### config.mk
export PLATFORM = sky130hd
export DESIGN_NAME = instr_sequencer
export DESIGN_NICKNAME = d
export VERILOG_FILES = /design/src/rtl/instr_sequencer.sv
export SDC_FILE = /design/constraint.sdc
export NUM_CORES = 1
export LEC_CHECK = 0
export CAP_MARGIN = 25
export CELL_PAD_IN_SITES_DETAIL_PLACEMENT = 1
export CELL_PAD_IN_SITES_GLOBAL_PLACEMENT = 2
export CORE_UTILIZATION = 41
export DETAILED_ROUTE_END_ITERATION = 8
export PLACE_DENSITY_LB_ADDON = 0.1
export SKIP_LAST_GASP = 1
export SLEW_MARGIN = 30
export SYNTH_ARGS = -nofsm -noshare
export SYNTH_HDL_FRONTEND = slang
export SYNTH_SLANG_ARGS = --single-unit
### constraint.sdc
create_clock -name clk -period 2.9 [get_ports clk]
set_input_delay 0.435 -clock clk [delete_from_list [all_inputs] [get_ports clk]]
set_output_delay 0.435 -clock clk [all_outputs]
set_load 0.005 [all_outputs]
### src/rtl/instr_sequencer.sv
// Program sequencer for the 8-register datapath: holds a small program RAM,
// steps through it and drives each instruction onto the processor bus.
module instr_sequencer #(
  parameter int ADDR_W      = 4,
  parameter int HOLD_CYCLES = 2
) (
  input  logic              clk,
  input  logic              rst_n,
  input  logic              prog_we,
  input  logic [ADDR_W-1:0] prog_addr,
  input  logic [0:7]        prog_data,
  input  logic [ADDR_W:0]   prog_len,
  input  logic              start,
  input  logic              abort,
  input  logic [0:7]        in_data,
  input  logic              in_valid,
  input  logic [0:7]        op,
  output logic              in_req,
  output logic [0:7]        ip,
  output logic [0:7]        instr,
  output logic              instr_valid,
  output logic [ADDR_W-1:0] pc,
  output logic [0:7]        out_data,
  output logic              out_valid,
  output logic              busy,
  output logic              done
);

  localparam int DEPTH = 2 ** ADDR_W;
  localparam int HW    = (HOLD_CYCLES > 1) ? $clog2(HOLD_CYCLES) : 1;
  localparam logic [ADDR_W:0] MAXLEN  = {1'b1, {ADDR_W{1'b0}}};
  localparam logic [HW-1:0]   HOLD_LAST = HW'(HOLD_CYCLES - 1);
  localparam logic [4:0] OPC_IN  = 5'b00111;
  localparam logic [4:0] OPC_OUT = 5'b11111;

  typedef enum logic [2:0] {IDLE, FETCH, WAIT_IN, ISSUE, FINISH} state_t;

  state_t          state;
  logic [0:7]      mem [DEPTH];
  logic [0:7]      word_q;
  logic [ADDR_W:0] len_q;
  logic [HW-1:0]   hold_cnt;
  logic [0:7]      cur;
  logic [ADDR_W:0] pc_inc;

  assign cur    = mem[pc];
  assign pc_inc = {1'b0, pc} + (ADDR_W + 1)'(1);

  // RAM contents survive reset; writes only land while the sequencer is idle.
  always_ff @(posedge clk) begin
    if (prog_we && state == IDLE) begin
      mem[prog_addr] <= prog_data;
    end
  end

  always_ff @(posedge clk) begin
    if (!rst_n) begin
      state       <= IDLE;
      word_q      <= '0;
      len_q       <= '0;
      hold_cnt    <= '0;
      in_req      <= 1'b0;
      ip          <= '0;
      instr       <= '0;
      instr_valid <= 1'b0;
      pc          <= '0;
      out_data    <= '0;
      out_valid   <= 1'b0;
      busy        <= 1'b0;
      done        <= 1'b0;
    end else begin
      done      <= 1'b0;
      out_valid <= 1'b0;
      if (abort) begin
        state       <= IDLE;
        busy        <= 1'b0;
        in_req      <= 1'b0;
        instr       <= '0;
        instr_valid <= 1'b0;
      end else begin
        case (state)
          IDLE: begin
            if (start) begin
              if (prog_len != '0) begin
                len_q <= (prog_len > MAXLEN) ? MAXLEN : prog_len;
                pc    <= '0;
                state <= FETCH;
                busy  <= 1'b1;
              end else begin
                done <= 1'b1;
              end
            end
          end
          FETCH: begin
            word_q   <= cur;
            hold_cnt <= '0;
            if (cur == '0) begin
              state <= FINISH;
              done  <= 1'b1;
            end else if (cur[0:4] == OPC_IN) begin
              state  <= WAIT_IN;
              in_req <= 1'b1;
            end else begin
              state       <= ISSUE;
              instr       <= cur;
              instr_valid <= 1'b1;
            end
          end
          WAIT_IN: begin
            if (in_valid) begin
              ip          <= in_data;
              in_req      <= 1'b0;
              instr       <= word_q;
              instr_valid <= 1'b1;
              state       <= ISSUE;
            end
          end
          ISSUE: begin
            if (hold_cnt == HOLD_LAST) begin
              instr       <= '0;
              instr_valid <= 1'b0;
              // op is sampled on the final hold cycle so the datapath has settled.
              if (word_q[0:4] == OPC_OUT) begin
                out_data  <= op;
                out_valid <= 1'b1;
              end
              if (pc_inc == len_q) begin
                state <= FINISH;
                done  <= 1'b1;
              end else begin
                pc    <= pc_inc[ADDR_W-1:0];
                state <= FETCH;
              end
            end else begin
              hold_cnt <= hold_cnt + HW'(1);
            end
          end
          FINISH: begin
            state <= IDLE;
            busy  <= 1'b0;
          end
          default: begin
            state <= IDLE;
            busy  <= 1'b0;
          end
        endcase
      end
    end
  end

endmodule

==> load_flow_metrics.sql <==
INSERT INTO impl_metrics (metric_group, metric, value, unit) VALUES
('synthesis', 'synth_common_cells', 'edfxtp_1, dfxtp_1, mux2i_1', ''),
('synthesis', 'syn-cell-area', '0.00744', 'mm2'),
('clock_tree', 'tritoncts', 'built', ''),
('hold_path', 'worst_hold_startpoint', 'instr_valid', ''),
('die', 'start_util', '42.5', '%'),
('power', 'p_clk_share', '43.1', '%'),
('flow_run', 'maxCapViolations', '0', ''),
('setup_path', 'worstSetupEndpointType', 'register', ''),
('setup_path', 'rrSetupSlack', '220', 'ps'),
('timing', 'timing.fmax', '373', 'MHz'),
('clock_tree', 'cts_hold_buf', '0', ''),
('synthesis', 'synth_fp_nets', '555', ''),
('global_routing', 'grt_start_max_net_pins', '28', ''),
('placement', 'gpl.final_weighted_congestion', '0.764', ''),
('setup_path', 'timing.rr.end', 'instr[1]', ''),
('clock_tree', 'numCtsBuffers', '17', ''),
('setup_path', 'startpoint_to_endpoint_class_of_the_critical_path', 'register to register', ''),
('synthesis', 'synth-seq-cells', '182', ''),
('setup_path', 'worstPathRequired', '3260', 'ps'),
('detailed_routing', 'totalWireLength', '18000', 'um'),
('detailed_routing', 'antenna_left', '0', ''),
('global_routing', 'grt_overflow', '0', ''),
('clock_tree', 'cts_sinks', '182', ''),
('power', 'power_report.internal_total', '0.00420', 'W'),
('synthesis', 'synth_top_cell_area_share', '51.7', '%'),
('timing', 'maxSlewHeadroom', '57.8', '%'),
('setup_path', 'cp_cell_sequence', 'buf_12 -> mux4_2 -> mux2i_2 -> nand3_1 -> a21o_1 -> nor4_4 -> nand3b_1 -> buf_4 -> mux2i_1', ''),
('synthesis', 'async_flop_share', '0', '%'),
('setup_path', 'worst-endpoint-arrival', '3040', 'ps'),
('timing', 'timing.setup.tns', '0', 'ps'),
('detailed_routing', 'drc', '0', ''),
('power', 'p_sw_share', '21.6', '%'),
('clock_tree', 'path_clk_slew', '70', 'ps'),
('cells_and_area', 'ff_latch_area', '0.00493', 'mm2'),
('clock_tree', 'max-clock-path-buffers', '2', ''),
('synthesis', 'syn_area_per_cell', '14.4', 'um2'),
('timing', 'timing_max_transition_violations_final', '0', ''),
('cells_and_area', 'final_layout_size_suffix_gt1_share', '17.0', '%'),
('timing', 'final_period_minus_worst_setup_slack', '2680', 'ps'),
('setup_path', 'reg2regPathDepth', '9', ''),
('detailed_routing', 'routedWlPerCell', '20.8', 'um'),
('setup_path', 'critical_path.slowest_cell', 'mux4_2', ''),
('global_routing', 'grt_use_total', '20.2', '%'),
('run_status', 'outcome', 'finished, final reports clean', ''),
('setup_path', 'timing.critical_path.slowest_cell_delay', '540', 'ps'),
('timing', 'finClkSkew', '7.79', 'ps'),
('synthesis', 'synthCells', '515', ''),
('power', 'power.ir.vdd_worst', '0.414', 'mV'),
('timing', 'holdWs', '444', 'ps'),
('power', 'power.switching', '0.00116', 'W'),
('cells_and_area', 'layout-area-overhead-vs-synth', '24.7', '%'),
('hold_path', 'worst_hold_path_type', 'register to register', ''),
('synthesis', 'synth_seq_area_share', '66.2', '%'),
('cells_and_area', 'num-nets-final', '664', ''),
('timing', 'timing.final.hold_violations', '0', ''),
('timing', 'tightestPinTransition', '632', 'ps'),
('setup_path', 'worstPathMaxFanout', '24', ''),
('cells_and_area', 'num-fill-cells', '1704', ''),
('power', 'pwr-share-seq', '52.7', '%'),
('synthesis', 'library_cell_occupying_the_most_area_in_the_post_synthesis_netlist', 'edfxtp_1', ''),
('synthesis', 'synth_most_common_cell', 'edfxtp_1', ''),
('global_routing', 'wire_length_of_the_first_global_routing_pass', '27000', 'um'),
('timing', 'rsz0062_at_grt', 'no', ''),
('global_routing', 'grt_antenna_before_repair', '0', ''),
('die', 'die_x', '137', 'um'),
('global_routing', 'number_of_global_route_vias_before_repair', '4760', ''),
('die', 'ios', '72', ''),
('synthesis', 'synthesis.yosys.warnings', '0', ''),
('clock_tree', 'clk_latency', '430', 'ps'),
('cells_and_area', 'multi_input_gate_area', '0.00234', 'mm2'),
('placement', 'dp_hpwl', '12300', 'um');
-- kinds of logic after synthesis --
group | synth area share [%]
DFF | 66.2
buffers and inverters | 2.61
AOI/OAI and AO/OA | 7.22
xor gates and xnor gates | 0.471
and+or+nand+nor | 8.73
muxes | 14.6
adders and majority gates | 0.168
-- worst reg2reg max path, cell delays in order, from the launching register on --
cell      delay, ps
dfxtp_1         350
buf_12          200
mux4_2          540
mux2i_2         230
nand3_1         140
a21o_1          220
nor4_4          290
nand3b_1        200
buf_4           220
mux2i_1         210
-- worst max-delay path by stage --
stage                        start        to  cells after the start
final                     register  instr[1]                      9
after global placement    register  instr[1]                      9
after detailed placement  register  instr[0]                      9
after floorplan           register  instr[0]                     10
after CTS                 register  instr[0]                      9
after global routing      register  instr[0]                      9
-- metal layers --
metal	track usage, %	part of all wire (%)	vias to the layer above	wire length [um]
met5	0	0	-	0
met1	27.1	43	2306	7690
met3	4.63	7.5	22	1350
met4	7.22	1.5	0	266
li1	-	-	2181	-
met2	32.2	48	143	8660
-- through the flow --
step | instance area (um2) | total power [W] | cells | utilization [%] | setup WS, ps
2_1_floorplan | 7440 | 0.00297 | 515 | - | 535
3_3_place_gp | 8620 | 0.00310 | 824 | 49.3 | 118
3_5_place_dp | 8620 | 0.00311 | 824 | 49.3 | -33.0
4_1_cts | 9220 | 0.00541 | 856 | 52.7 | 79.8
5_1_grt | 9270 | 0.00552 | 862 | 53.1 | 59.7
6_report | 9270 | 0.00536 | 862 | 53.1 | 220
-- cell type report --
| type | instances | share of cell area [%] |
|---|---|---|
| flip-flops and latches | 182 | 53.1 |
| multi-input cells | 293 | 25.3 |
| repair buffers | 114 | 11.5 |
| clock buffers | 18 | 4.63 |
| well taps | 225 | 3.04 |
| clock inverters | 14 | 1.74 |
| inverters | 16 | 0.648 |
-- sequential cells by signal, indices dropped and copies added (netlist names), 3 cells and up, named ones only --
signal    flops
word_q        8
instr         8
pc            4
out_data      8
len_q         5
state         3
ip            8
mem         128
-- power by group through the flow --
stage	sequential [W]	clock (W)	combinational, W
final	0.00282	0.00231	0.000225
after global routing	0.00282	0.00245	0.000243
after CTS	0.00282	0.00236	0.000227
after detailed placement	0.00288	0	0.000226
after global placement	0.00288	0	0.000220
after floorplan	0.00288	0	0.0000911
-- cells in the final DEF, fill, tap and decap left out, types with 17 or more instances in the layout --
cell and instances:
clkbuf_16 17, nor2_1 38, a21oi_1 18, buf_4 40, edfxtp_1 128, clkdlybuf4s50_1 71
dfxtp_1 53, mux2i_1 51, nand2_1 40, mux4_2 25
-- what timing repair did --
| item | 4_1_cts | 5_1_grt |
|---|---|---|
| setup buffers | 0 | 6 |
| resized for setup | 1 | 3 |
| pin swaps | 0 | 1 |
| endpoints found under the setup margin | 8 | 8 |
Note: power is estimated with default switching activity, not from simulation.
